**src/rtl/mem_access.sv**
```systemverilog
// Memory stage: accepts one instruction from execute, runs loads/stores on a
// single-port data memory with wait states, and drives the registered MEM/WB outputs.
module mem_access #(
   parameter int ADDR_W = 32
) (
   input  logic              clk,
   input  logic              n_reset,
   input  logic              ex_valid,
   output logic              ex_ready,
   input  logic [31:0]       ex_result,
   input  logic [31:0]       ex_store_data,
   input  logic              ex_Rmem,
   input  logic              ex_Wmem,
   input  logic              ex_Wreg,
   input  logic [4:0]        ex_rd,
   input  logic [2:0]        ex_funct3,
   output logic              dmem_req,
   output logic              dmem_we,
   output logic [ADDR_W-1:0] dmem_addr,
   output logic [3:0]        dmem_be,
   output logic [31:0]       dmem_wdata,
   input  logic              dmem_ready,
   input  logic [31:0]       dmem_rdata,
   output logic              wb_valid,
   output logic              Rmem,
   output logic              Wreg,
   output logic [31:0]       result,
   output logic [31:0]       memOut,
   output logic [4:0]        rd,
   output logic              mem_err
);

   typedef enum logic [0:0] {
      IDLE   = 1'b0,
      ACCESS = 1'b1
   } state_t;

   localparam logic [2:0] F3_B  = 3'b000;
   localparam logic [2:0] F3_H  = 3'b001;
   localparam logic [2:0] F3_W  = 3'b010;
   localparam logic [2:0] F3_BU = 3'b100;
   localparam logic [2:0] F3_HU = 3'b101;

   function automatic logic access_legal(input logic rmem_i, input logic wmem_i,
                                         input logic [2:0] f3, input logic [1:0] lo);
      logic ok;
      ok = 1'b0;
      if (rmem_i && wmem_i) begin
         ok = 1'b0;
      end else begin
         case (f3)
            F3_B:    ok = 1'b1;
            F3_H:    ok = ~lo[0];
            F3_W:    ok = (lo == 2'b00);
            F3_BU:   ok = rmem_i;
            F3_HU:   ok = rmem_i & ~lo[0];
            default: ok = 1'b0;
         endcase
      end
      return ok;
   endfunction

   function automatic logic [3:0] calc_be(input logic [2:0] f3, input logic [1:0] lo);
      logic [3:0] be;
      case (f3[1:0])
         2'b00:   be = 4'b0001 << lo;
         2'b01:   be = 4'b0011 << lo;
         2'b10:   be = 4'b1111;
         default: be = 4'b0000;
      endcase
      return be;
   endfunction

   // Replicating the narrow datum into every lane lets the byte enables do the selection.
   function automatic logic [31:0] store_lanes(input logic [2:0] f3, input logic [31:0] data);
      logic [31:0] w;
      case (f3[1:0])
         2'b00:   w = {4{data[7:0]}};
         2'b01:   w = {2{data[15:0]}};
         default: w = data;
      endcase
      return w;
   endfunction

   function automatic logic [31:0] load_extend(input logic [2:0] f3, input logic [1:0] lo,
                                               input logic [31:0] word);
      logic [7:0]  byte_v;
      logic [15:0] half_v;
      logic [31:0] ext;
      case (lo)
         2'b00:   byte_v = word[7:0];
         2'b01:   byte_v = word[15:8];
         2'b10:   byte_v = word[23:16];
         2'b11:   byte_v = word[31:24];
         default: byte_v = 8'h00;
      endcase
      if (lo[1]) begin
         half_v = word[31:16];
      end else begin
         half_v = word[15:0];
      end
      case (f3)
         F3_B:    ext = {{24{byte_v[7]}}, byte_v};
         F3_H:    ext = {{16{half_v[15]}}, half_v};
         F3_W:    ext = word;
         F3_BU:   ext = {24'h000000, byte_v};
         F3_HU:   ext = {16'h0000, half_v};
         default: ext = 32'h0000_0000;
      endcase
      return ext;
   endfunction

   state_t state_r, state_nxt_s;

   logic              ex_ready_r, ex_ready_nxt_s;
   logic              req_r, req_nxt_s;
   logic              we_r, we_nxt_s;
   logic [ADDR_W-1:0] addr_r, addr_nxt_s;
   logic [3:0]        be_r, be_nxt_s;
   logic [31:0]       wdata_r, wdata_nxt_s;

   logic              wb_valid_r, wb_valid_nxt_s;
   logic              rmem_r, rmem_nxt_s;
   logic              wreg_r, wreg_nxt_s;
   logic [31:0]       result_r, result_nxt_s;
   logic [31:0]       mem_out_r, mem_out_nxt_s;
   logic [4:0]        rd_r, rd_nxt_s;
   logic              mem_err_r, mem_err_nxt_s;

   logic [31:0]       cap_result_r, cap_result_nxt_s;
   logic [4:0]        cap_rd_r, cap_rd_nxt_s;
   logic              cap_wreg_r, cap_wreg_nxt_s;
   logic              cap_load_r, cap_load_nxt_s;
   logic [2:0]        cap_f3_r, cap_f3_nxt_s;
   logic [1:0]        cap_lo_r, cap_lo_nxt_s;

   logic              mem_op_s;
   logic              legal_s;

   // Next-state and next-output logic for the stage.
   always_comb begin
      state_nxt_s      = state_r;
      req_nxt_s        = req_r;
      we_nxt_s         = we_r;
      addr_nxt_s       = addr_r;
      be_nxt_s         = be_r;
      wdata_nxt_s      = wdata_r;
      wb_valid_nxt_s   = 1'b0;
      rmem_nxt_s       = rmem_r;
      wreg_nxt_s       = 1'b0;
      result_nxt_s     = result_r;
      mem_out_nxt_s    = mem_out_r;
      rd_nxt_s         = rd_r;
      mem_err_nxt_s    = 1'b0;
      cap_result_nxt_s = cap_result_r;
      cap_rd_nxt_s     = cap_rd_r;
      cap_wreg_nxt_s   = cap_wreg_r;
      cap_load_nxt_s   = cap_load_r;
      cap_f3_nxt_s     = cap_f3_r;
      cap_lo_nxt_s     = cap_lo_r;
      mem_op_s         = ex_Rmem | ex_Wmem;
      legal_s          = access_legal(ex_Rmem, ex_Wmem, ex_funct3, ex_result[1:0]);

      case (state_r)
         IDLE: begin
            if (ex_valid && !mem_op_s) begin
               wb_valid_nxt_s = 1'b1;
               result_nxt_s   = ex_result;
               wreg_nxt_s     = ex_Wreg;
               rd_nxt_s       = ex_rd;
               rmem_nxt_s     = 1'b0;
               mem_out_nxt_s  = 32'h0000_0000;
            end else if (ex_valid && !legal_s) begin
               wb_valid_nxt_s = 1'b1;
               mem_err_nxt_s  = 1'b1;
               result_nxt_s   = ex_result;
               wreg_nxt_s     = 1'b0;
               rd_nxt_s       = ex_rd;
               rmem_nxt_s     = 1'b0;
               mem_out_nxt_s  = 32'h0000_0000;
            end else if (ex_valid) begin
               state_nxt_s      = ACCESS;
               req_nxt_s        = 1'b1;
               we_nxt_s         = ex_Wmem;
               addr_nxt_s       = {ex_result[ADDR_W-1:2], 2'b00};
               be_nxt_s         = calc_be(ex_funct3, ex_result[1:0]);
               wdata_nxt_s      = store_lanes(ex_funct3, ex_store_data);
               cap_result_nxt_s = ex_result;
               cap_rd_nxt_s     = ex_rd;
               cap_wreg_nxt_s   = ex_Wreg;
               cap_load_nxt_s   = ex_Rmem;
               cap_f3_nxt_s     = ex_funct3;
               cap_lo_nxt_s     = ex_result[1:0];
            end else begin
               state_nxt_s = IDLE;
            end
         end
         ACCESS: begin
            if (dmem_ready) begin
               state_nxt_s    = IDLE;
               req_nxt_s      = 1'b0;
               wb_valid_nxt_s = 1'b1;
               result_nxt_s   = cap_result_r;
               rd_nxt_s       = cap_rd_r;
               rmem_nxt_s     = cap_load_r;
               if (cap_load_r) begin
                  wreg_nxt_s    = cap_wreg_r;
                  mem_out_nxt_s = load_extend(cap_f3_r, cap_lo_r, dmem_rdata);
               end else begin
                  wreg_nxt_s    = 1'b0;
                  mem_out_nxt_s = 32'h0000_0000;
               end
            end else begin
               state_nxt_s = ACCESS;
            end
         end
         default: begin
            state_nxt_s = IDLE;
            req_nxt_s   = 1'b0;
         end
      endcase

      ex_ready_nxt_s = (state_nxt_s == IDLE);
   end

   // FSM state register.
   always_ff @(posedge clk or negedge n_reset) begin
      if (!n_reset) begin
         state_r <= IDLE;
      end else begin
         state_r <= state_nxt_s;
      end
   end

   // Registered memory-request, MEM/WB and capture registers.
   always_ff @(posedge clk or negedge n_reset) begin
      if (!n_reset) begin
         ex_ready_r   <= 1'b1;
         req_r        <= 1'b0;
         we_r         <= 1'b0;
         addr_r       <= {ADDR_W{1'b0}};
         be_r         <= 4'b0000;
         wdata_r      <= 32'h0000_0000;
         wb_valid_r   <= 1'b0;
         rmem_r       <= 1'b0;
         wreg_r       <= 1'b0;
         result_r     <= 32'h0000_0000;
         mem_out_r    <= 32'h0000_0000;
         rd_r         <= 5'd0;
         mem_err_r    <= 1'b0;
         cap_result_r <= 32'h0000_0000;
         cap_rd_r     <= 5'd0;
         cap_wreg_r   <= 1'b0;
         cap_load_r   <= 1'b0;
         cap_f3_r     <= 3'b000;
         cap_lo_r     <= 2'b00;
      end else begin
         ex_ready_r   <= ex_ready_nxt_s;
         req_r        <= req_nxt_s;
         we_r         <= we_nxt_s;
         addr_r       <= addr_nxt_s;
         be_r         <= be_nxt_s;
         wdata_r      <= wdata_nxt_s;
         wb_valid_r   <= wb_valid_nxt_s;
         rmem_r       <= rmem_nxt_s;
         wreg_r       <= wreg_nxt_s;
         result_r     <= result_nxt_s;
         mem_out_r    <= mem_out_nxt_s;
         rd_r         <= rd_nxt_s;
         mem_err_r    <= mem_err_nxt_s;
         cap_result_r <= cap_result_nxt_s;
         cap_rd_r     <= cap_rd_nxt_s;
         cap_wreg_r   <= cap_wreg_nxt_s;
         cap_load_r   <= cap_load_nxt_s;
         cap_f3_r     <= cap_f3_nxt_s;
         cap_lo_r     <= cap_lo_nxt_s;
      end
   end

   assign ex_ready   = ex_ready_r;
   assign dmem_req   = req_r;
   assign dmem_we    = we_r;
   assign dmem_addr  = addr_r;
   assign dmem_be    = be_r;
   assign dmem_wdata = wdata_r;
   assign wb_valid   = wb_valid_r;
   assign Rmem       = rmem_r;
   assign Wreg       = wreg_r;
   assign result     = result_r;
   assign memOut     = mem_out_r;
   assign rd         = rd_r;
   assign mem_err    = mem_err_r;

endmodule

```
**config.mk**
```make
export PLATFORM = sky130hd
export DESIGN_NAME = mem_access
export DESIGN_NICKNAME = d
export VERILOG_FILES = /design/src/rtl/mem_access.sv
export SDC_FILE = /design/constraint.sdc
export NUM_CORES = 1
export LEC_CHECK = 0
export BUFFER_PORTS_ARGS = -buffer_cell sky130_fd_sc_hd__buf_2
export CORE_ASPECT_RATIO = 1.75
export CORE_MARGIN = 2
export CORE_UTILIZATION = 45
export DETAILED_ROUTE_END_ITERATION = 8
export GPL_TIMING_DRIVEN = 0
export PLACE_DENSITY_LB_ADDON = 0.05
export SYNTH_ARGS = -nofsm -noshare
export SYNTH_HDL_FRONTEND = slang
export SYNTH_SLANG_ARGS = --single-unit
```
**constraint.sdc**
```tcl
create_clock -name clk -period 2.3 [get_ports clk]
set_input_delay 0.46 -clock clk [delete_from_list [all_inputs] [get_ports clk]]
set_output_delay 0.46 -clock clk [all_outputs]
set_load 0.005 [all_outputs]
```
==> flow_summary.toml, run 1 <==
[pwr]
pwr-share-clk = 0.291
p_leak_nw = 4.50
maximum_resistive_drop_on_vdd_v = 0.000556
internal_dissipation_mw = 6.36
share_seq_of_total_power = 0.417
sw_frac_of_total = 0.304
switching_power_mw = 2.78
power_density_mw_per_mm2 = 960
combPwrFrac = 0.292

[cts]
cts_tree = "yes"
cts.reportedPaths.clkPinSlew_ns = 0.06
clk-insertion-delay-late_ns = 0.42
postCtsHoldBufs = 0
clockRootBuffer = "sky130_fd_sc_hd__clkbuf_16"
numClockSinks = 155
postCtsSetupRepairBufs = 0
cts_inserted_buffers = 17
cts_buffer_depth = 2
htree_num_levels = 4
post_cts_resize_count = 0

[status]
run_status = "complete, no violations"

[die]
placementRows = 62
start_util = 0.456
io_pins = 255
die-width_um = 101
placeableCoreArea_mm2 = 0.0163
chipHeight_um = 174
dieArea_mm2 = 0.0176

[timing]
setup_viol = 0
setup_repair_after_global_routing_missed_its_margin = "false"
fin_crit_ns = 2.01
setup_skew_ns = 0.00472
timing.slew.headroom = 0.419
final.setup.worst_slack_ns = 0.288
actual_transition_at_the_worst_max_transition_pin_ns = 0.868
finalMaxSlewViolations = 0
final.period_utilization = 0.875
finalHoldViolations = 0
max_clock_freq_mhz = 497
finalSetupTns_ns = 0

[setup_path]
max_stage_delay_ns = 0.36
critical_path.endpoint_type = "flip-flop"
crit-reg2reg-launch = "state_r"
crit_chain = "buf_2, nor2b_1, a22o_1, a21oi_4, buf_4, mux2_2"
reg2regPathDepth = 6
crit_buf_inv = 2
setup.worst_path.start = "state_r"
setup_slack_of_the_most_critical_reg_to_reg_path_ns = 0.29
crit_cells = 6
path_class = "flip-flop to flip-flop"
timing.critical_path.fanout_max = 10
arrival_time_of_data_at_the_critical_path_endpoint_ns = 2.32
critical_path.slowest_cell = "sky130_fd_sc_hd__mux2_2"
startpoint_type = "flip-flop"
worstReg2RegEnd = "result[21]"
critPathTopFamily = "compound AO/OA/AOI/OAI gates"
worst-endpoint-required_ns = 2.60
cp-endpoint = "result[21]"

[grt]
grtUsageTotal = 0.232
first_global_vias = 5901
grt_start_max_net_pins = 97
grt-ovfl-total = 0
grt_pass1_wl_um = 31100
antenna_found_initial = 0

[synth]
ys_dominant_reg_cell = "sky130_fd_sc_hd__dfrtp_1"
async_flop_share = 1.00
synthesis.area_mm2 = 0.00743
synth_seq_cells = 155
ys.warnings.count = 0
post_synth_num_cell_types = 49
syn_avg_cell_area_um2 = 13.4
netlist_instances = 555
synth_sequential_area_ratio = 0.522
edff_count_synth = 0

[drt]
routedWlPerCell_um = 19.6
detail_route.vias_per_cell = 5.38
antenna_violating_nets_left = 0
detail_route.wirelength_um = 20100
route.detailed.drc = 0
drt-initial-drc-count = 207
vias = 5545
detail_route.first_pass.iterations = 4

[placement]
dpl.hpwl_um = 15400
pre_cts_slack_ns = 0.108
io_buffer_count = 250
routabilityCongestion = 0.879

[final_layout]
final_nets = 937
antenna-diode-count = 0
n_fill_cell = 1409
postLayoutCoreUtil = 0.584
layout_area_overhead_pct = 28.0
ratio_of_cells_with_drive_above_1_in_the_final_layout = 0.591

[run]
drv.max_cap_violation_count = 0

[hold_path]
min-delay-path-class = "primary input to async pin"
cells by family (layout without fill, tap and decap cells):
logic type | count (synthesis) | count (layout) | share of synthesized area
compound gates | 98 | 98 | 0.0964
mux | 198 | 198 | 0.299
buf+inv | 47 | 329 | 0.0399
simple gates | 55 | 55 | 0.0407
xor+xnor | 1 | 1 | 0.00118
other cells | 1 | 2 | 0.000504
flops | 155 | 155 | 0.522
routing by layer:
| layer | GRT usage | share of wire | vias to the layer above |
|---|---|---|---|
| met5 | 0 | 0 | - |
| met4 | 0.0811 | 0.025 | 0 |
| met3 | 0.0599 | 0.055 | 30 |
| met2 | 0.433 | 0.56 | 191 |
| met1 | 0.244 | 0.36 | 2740 |
| li1 | - | - | 2584 |
synth_stat cells (2+ instances only):
master | count | share of area
sky130_fd_sc_hd__mux2_2 | 177 | 0.27
sky130_fd_sc_hd__dfrtp_1 | 154 | 0.52
sky130_fd_sc_hd__o21ai_0 | 36 | 0.024
sky130_fd_sc_hd__nand2_1 | 28 | 0.014
sky130_fd_sc_hd__a22o_1 | 17 | 0.020
sky130_fd_sc_hd__clkbuf_1 | 12 | 0.0061
sky130_fd_sc_hd__mux2i_1 | 12 | 0.016
sky130_fd_sc_hd__buf_4 | 10 | 0.010
sky130_fd_sc_hd__buf_6 | 10 | 0.015
sky130_fd_sc_hd__o2bb2ai_1 | 10 | 0.012
sky130_fd_sc_hd__a221oi_1 | 8 | 0.0094
sky130_fd_sc_hd__mux2_1 | 8 | 0.012
sky130_fd_sc_hd__nand3_1 | 8 | 0.0054
sky130_fd_sc_hd__o221ai_1 | 7 | 0.0082
sky130_fd_sc_hd__inv_1 | 6 | 0.0030
sky130_fd_sc_hd__buf_2 | 5 | 0.0034
sky130_fd_sc_hd__a21oi_1 | 4 | 0.0027
sky130_fd_sc_hd__nand2b_1 | 4 | 0.0034
sky130_fd_sc_hd__buf_1 | 3 | 0.0015
sky130_fd_sc_hd__nor2_1 | 3 | 0.0015
sky130_fd_sc_hd__nor2b_1 | 3 | 0.0025
sky130_fd_sc_hd__a21o_1 | 2 | 0.0020
sky130_fd_sc_hd__and2_1 | 2 | 0.0017
stage by stage:
step	std cells	hold slack [ns]	power [mW]	area [um2]
after detailed placement	999	0.460	6.56	8960
after global placement	998	0.459	6.45	8930
after global routing	1030	0.0398	9.63	9520
after CTS	1030	0.0211	9.24	9520
final	1030	0.00692	9.14	9520
after floorplan	556	0.164	5.30	7440
placed cells by master (no fill, tap or decap), drive strengths merged, types with 3 or more instances in the layout:
cell type | synthesis | final
nand3 | 8 | 8
nor2 | 3 | 3
clkinvlp | 0 | 7
nor2b | 3 | 3
clkbuf | 13 | 33
mux2i | 12 | 12
nand2b | 5 | 5
mux2 | 185 | 185
o221ai | 7 | 7
inv | 6 | 6
a221oi | 8 | 8
a21oi | 6 | 6
o21ai | 37 | 37
clkinv | 0 | 3
dfrtp | 154 | 154
nand2 | 28 | 28
buf | 28 | 279
o2bb2ai | 10 | 10
a22o | 17 | 17
power groups by stage:
stage	registers [mW]	clock network [mW]	logic (mW)
floorplan	3.87	0	1.43
global placement	3.81	0	2.64
detailed placement	3.85	0	2.71
CTS	3.82	2.71	2.71
global route	3.90	2.83	2.90
finish	3.81	2.66	2.67
how the worst min path moves through the flow:
stage	cells past startpoint	slack (ns)	endpoint	start
floorplan	0	0.16	Rmem	n_reset
global placement	1	0.46	dmem_req	dmem_req
detailed placement	1	0.46	dmem_req	dmem_req
CTS	1	0.02	cap_result_r[30]	n_reset
global route	1	0.04	cap_result_r[30]	n_reset
finish	1	0.007	cap_result_r[30]	n_reset
registers in the layout (all words and copies together) (netlist names), 3 cells and up:
signal / cells
rd: 5
memOut: 32
cap_result_r: 31
dmem_wdata: 32
cap_rd_r: 5
dmem_be: 4
result: 32
cap_f3_r: 3
worst reg2reg max path, stage by stage (launching register included):
cell	delay [ns]
sky130_fd_sc_hd__dfrtp_1	0.32
sky130_fd_sc_hd__buf_2	0.23
sky130_fd_sc_hd__nor2b_1	0.15
sky130_fd_sc_hd__a22o_1	0.25
sky130_fd_sc_hd__a21oi_4	0.32
sky130_fd_sc_hd__buf_4	0.27
sky130_fd_sc_hd__mux2_2	0.36
cell type report:
cell class / count / area [um2] / share of cell area
plain buffers: 41 / 274 / 0.0288
clock inverters: 11 / 97.6 / 0.0103
inverters: 6 / 22.5 / 0.00237
flip-flops and latches: 155 / 3880 / 0.408
clock buffers: 20 / 457 / 0.0480
well taps: 192 / 240 / 0.0252
repair buffers: 251 / 1280 / 0.135
multi-input cells: 354 / 3260 / 0.343
Power figures use the tool's default switching activity.
==> run 2: changes to the inputs <==
--- a/config.mk
+++ b/config.mk
@@ -11,6 +11,7 @@
 export CORE_UTILIZATION = 45
 export DETAILED_ROUTE_END_ITERATION = 8
 export GPL_TIMING_DRIVEN = 0
+export MAX_ROUTING_LAYER = met4
 export PLACE_DENSITY_LB_ADDON = 0.05
 export SYNTH_ARGS = -nofsm -noshare
 export SYNTH_HDL_FRONTEND = slang
==> run 2 against run 1 <==
  * Worst setup slack got worse by 0.057 ns
  * Sequential share of layout area decreased by 0.27 points
  * Register-to-register slack worse by 0.06 ns
  * Critical path depth shrank 2
  * Die area stayed put
  * Non-clock buffer count stayed put
  * Highest routed layer unchanged
  * Final cell count grew 0.19%
  * Critical endpoint is now memOut[15]
  * Critical path type unchanged
==> flow_summary.toml, run 2 (synthesis results as in run 1) <==
[setup_path]
worst-endpoint-required_ns = 2.62
timing.critical_path.fanout_max = 10
arrival_time_of_data_at_the_critical_path_endpoint_ns = 2.39
critical_path.endpoint_type = "flip-flop"
worstReg2RegEnd = "memOut[15]"
max_stage_delay_ns = 0.57
path_class = "flip-flop to flip-flop"
reg2regPathDepth = 4
critical_path.slowest_cell = "sky130_fd_sc_hd__nand4_1"
crit_chain = "buf_2, buf_1, nand4_1, o2bb2ai_1"
crit-reg2reg-launch = "state_r"
setup_slack_of_the_most_critical_reg_to_reg_path_ns = 0.23
startpoint_type = "flip-flop"

[final_layout]
layout.cells.non_filler = 1032
layout_commonest_cell = "sky130_fd_sc_hd__buf_2"
layout.cells.most_common_list = "sky130_fd_sc_hd__buf_2 (254), sky130_fd_sc_hd__mux2_2 (177), sky130_fd_sc_hd__dfrtp_1 (154)"
n_fill_cell = 1430
layout_area_overhead_pct = 28.9
ratio_of_cells_with_drive_above_1_in_the_final_layout = 0.589
final_nets = 937

[placement]
dpl.hpwl_um = 15400
place_inst = 999
io_buffer_count = 250
routabilityCongestion = 0.869

[pwr]
internal_dissipation_mw = 6.63
switching_power_mw = 2.74
p_leak_nw = 4.53
power_density_mw_per_mm2 = 978
maximum_resistive_drop_on_vdd_v = 0.000541
pwr-share-clk = 0.308
combPwrFrac = 0.285
share_seq_of_total_power = 0.407
sw_frac_of_total = 0.293

[timing]
timing.slew.headroom = 0.478
finalHoldViolations = 0
setup_repair_after_global_routing_missed_its_margin = "false"
fin_crit_ns = 2.07
finalSetupTns_ns = 0
finalMaxSlewViolations = 0
max_clock_freq_mhz = 483
setup_skew_ns = 0.0124
final.period_utilization = 0.900
setup_viol = 0
actual_transition_at_the_worst_max_transition_pin_ns = 0.780

[die]
io_pins = 255
placeableCoreArea_mm2 = 0.0163
die-width_um = 101
chipHeight_um = 174
placementRows = 62
start_util = 0.456
dieArea_mm2 = 0.0176

[status]
run_status = "complete, no violations"

[drt]
detail_route.first_pass.iterations = 4
routedWlPerCell_um = 19.5
detail_route.wirelength_um = 20100
route.detailed.drc = 0
vias = 5606
detail_route.vias_per_cell = 5.43
drt-initial-drc-count = 158
antenna_violating_nets_left = 0

[cts]
postCtsSetupRepairBufs = 0
cts_inserted_buffers = 17
clockRootBuffer = "sky130_fd_sc_hd__clkbuf_16"
cts.reportedPaths.clkPinSlew_ns = 0.06
postCtsHoldBufs = 0
post_cts_resize_count = 0
htree_num_levels = 4
cts_tree = "yes"
cts_buffer_depth = 2
clk-insertion-delay-late_ns = 0.41
numClockSinks = 155

[grt]
grt_start_max_net_pins = 86
first_global_vias = 5827
antenna_found_initial = 1
grt_pass1_wl_um = 30700
grt-ovfl-total = 0
grtUsageTotal = 0.233

[run]
drv.max_cap_violation_count = 0

[hold_path]
min-delay-path-class = "primary input to async pin"
==> run 2: changes by cell type in the layout (fill, tap and decap cells not counted), sizes merged <==
| cell | delta |
|---|---|
| bufinv | +2 |
| clkbuf | +3 |
| clkinv | -1 |
| clkinvlp | -3 |
| diode | +1 |
==> run 2: power by group through the flow <==
| stage | clock (mW) | combinational, mW | sequential, mW |
|---|---|---|---|
| after global placement | 0 | 2.65 | 3.81 |
| after detailed placement | 0 | 2.70 | 3.86 |
| after CTS | 2.95 | 2.70 | 3.82 |
| after global routing | 3.08 | 2.89 | 3.90 |
| after floorplan | 0 | 1.43 | 3.87 |
| final | 2.89 | 2.67 | 3.81 |
==> run 2: worst max path at each step <==
stage | end | start | depth (start not counted) | slack (ns)
floorplan | cap_rd_r[0] | ex_result[0] | 7 | 0.38
global placement | result[13] | n_reset | 1 | -1.51
detailed placement | result[1] | ex_result[0] | 6 | 0.09
CTS | result[1] | state_r | 6 | 0.21
global route | memOut[15] | state_r | 4 | 0.10
finish | memOut[15] | state_r | 4 | 0.23
==> run 2: through the flow <==
step | instance area (um2) | setup WS (ns) | hold WS [ns] | power [mW] | util
2_1_floorplan | 7440 | 0.379 | 0.164 | 5.30 | -
3_3_place_gp | 8930 | -1.51 | 0.460 | 6.45 | 0.548
3_5_place_dp | 8960 | 0.0914 | 0.461 | 6.56 | 0.550
4_1_cts | 9580 | 0.206 | 0.0732 | 9.48 | 0.588
5_1_grt | 9580 | 0.105 | 0.0933 | 9.87 | 0.588
6_report | 9580 | 0.231 | 0.0479 | 9.37 | 0.588
==> run 2: worst max-delay path: cells and delay by family, from the launching register on <==
| family | cells | cell delay (ns) |
|---|---|---|
| AO/OA/AOI/OAI | 1 | 0.34 |
| buffers and inverters | 2 | 0.74 |
| flip-flops | 1 | 0.32 |
| AND/OR/NAND/NOR | 1 | 0.57 |
==> run 2: final cells by class <==
cell class / count / area, um2 / area share
multi-input combinational: 354 / 3260 / 0.340
sequential: 155 / 3880 / 0.405
timing repair buffer: 251 / 1280 / 0.134
antenna: 1 / 2.50 / 0.000261
clock buffer: 23 / 478 / 0.0499
tap: 192 / 240 / 0.0251
inverter: 6 / 22.5 / 0.00235
clock inverter: 9 / 138 / 0.0144
buffer: 41 / 274 / 0.0286
==> run 2: routing by layer <==
| layer | vias to the layer above | global-route usage | part of all wire | wire length, um |
|---|---|---|---|---|
| li1 | 2589 | - | - | - |
| met1 | 2794 | 0.244 | 0.37 | 7400 |
| met2 | 190 | 0.419 | 0.55 | 11100 |
| met3 | 33 | 0.0491 | 0.048 | 967 |
| met4 | 0 | 0.0861 | 0.029 | 586 |
| met5 | - | - | 0 | 0 |
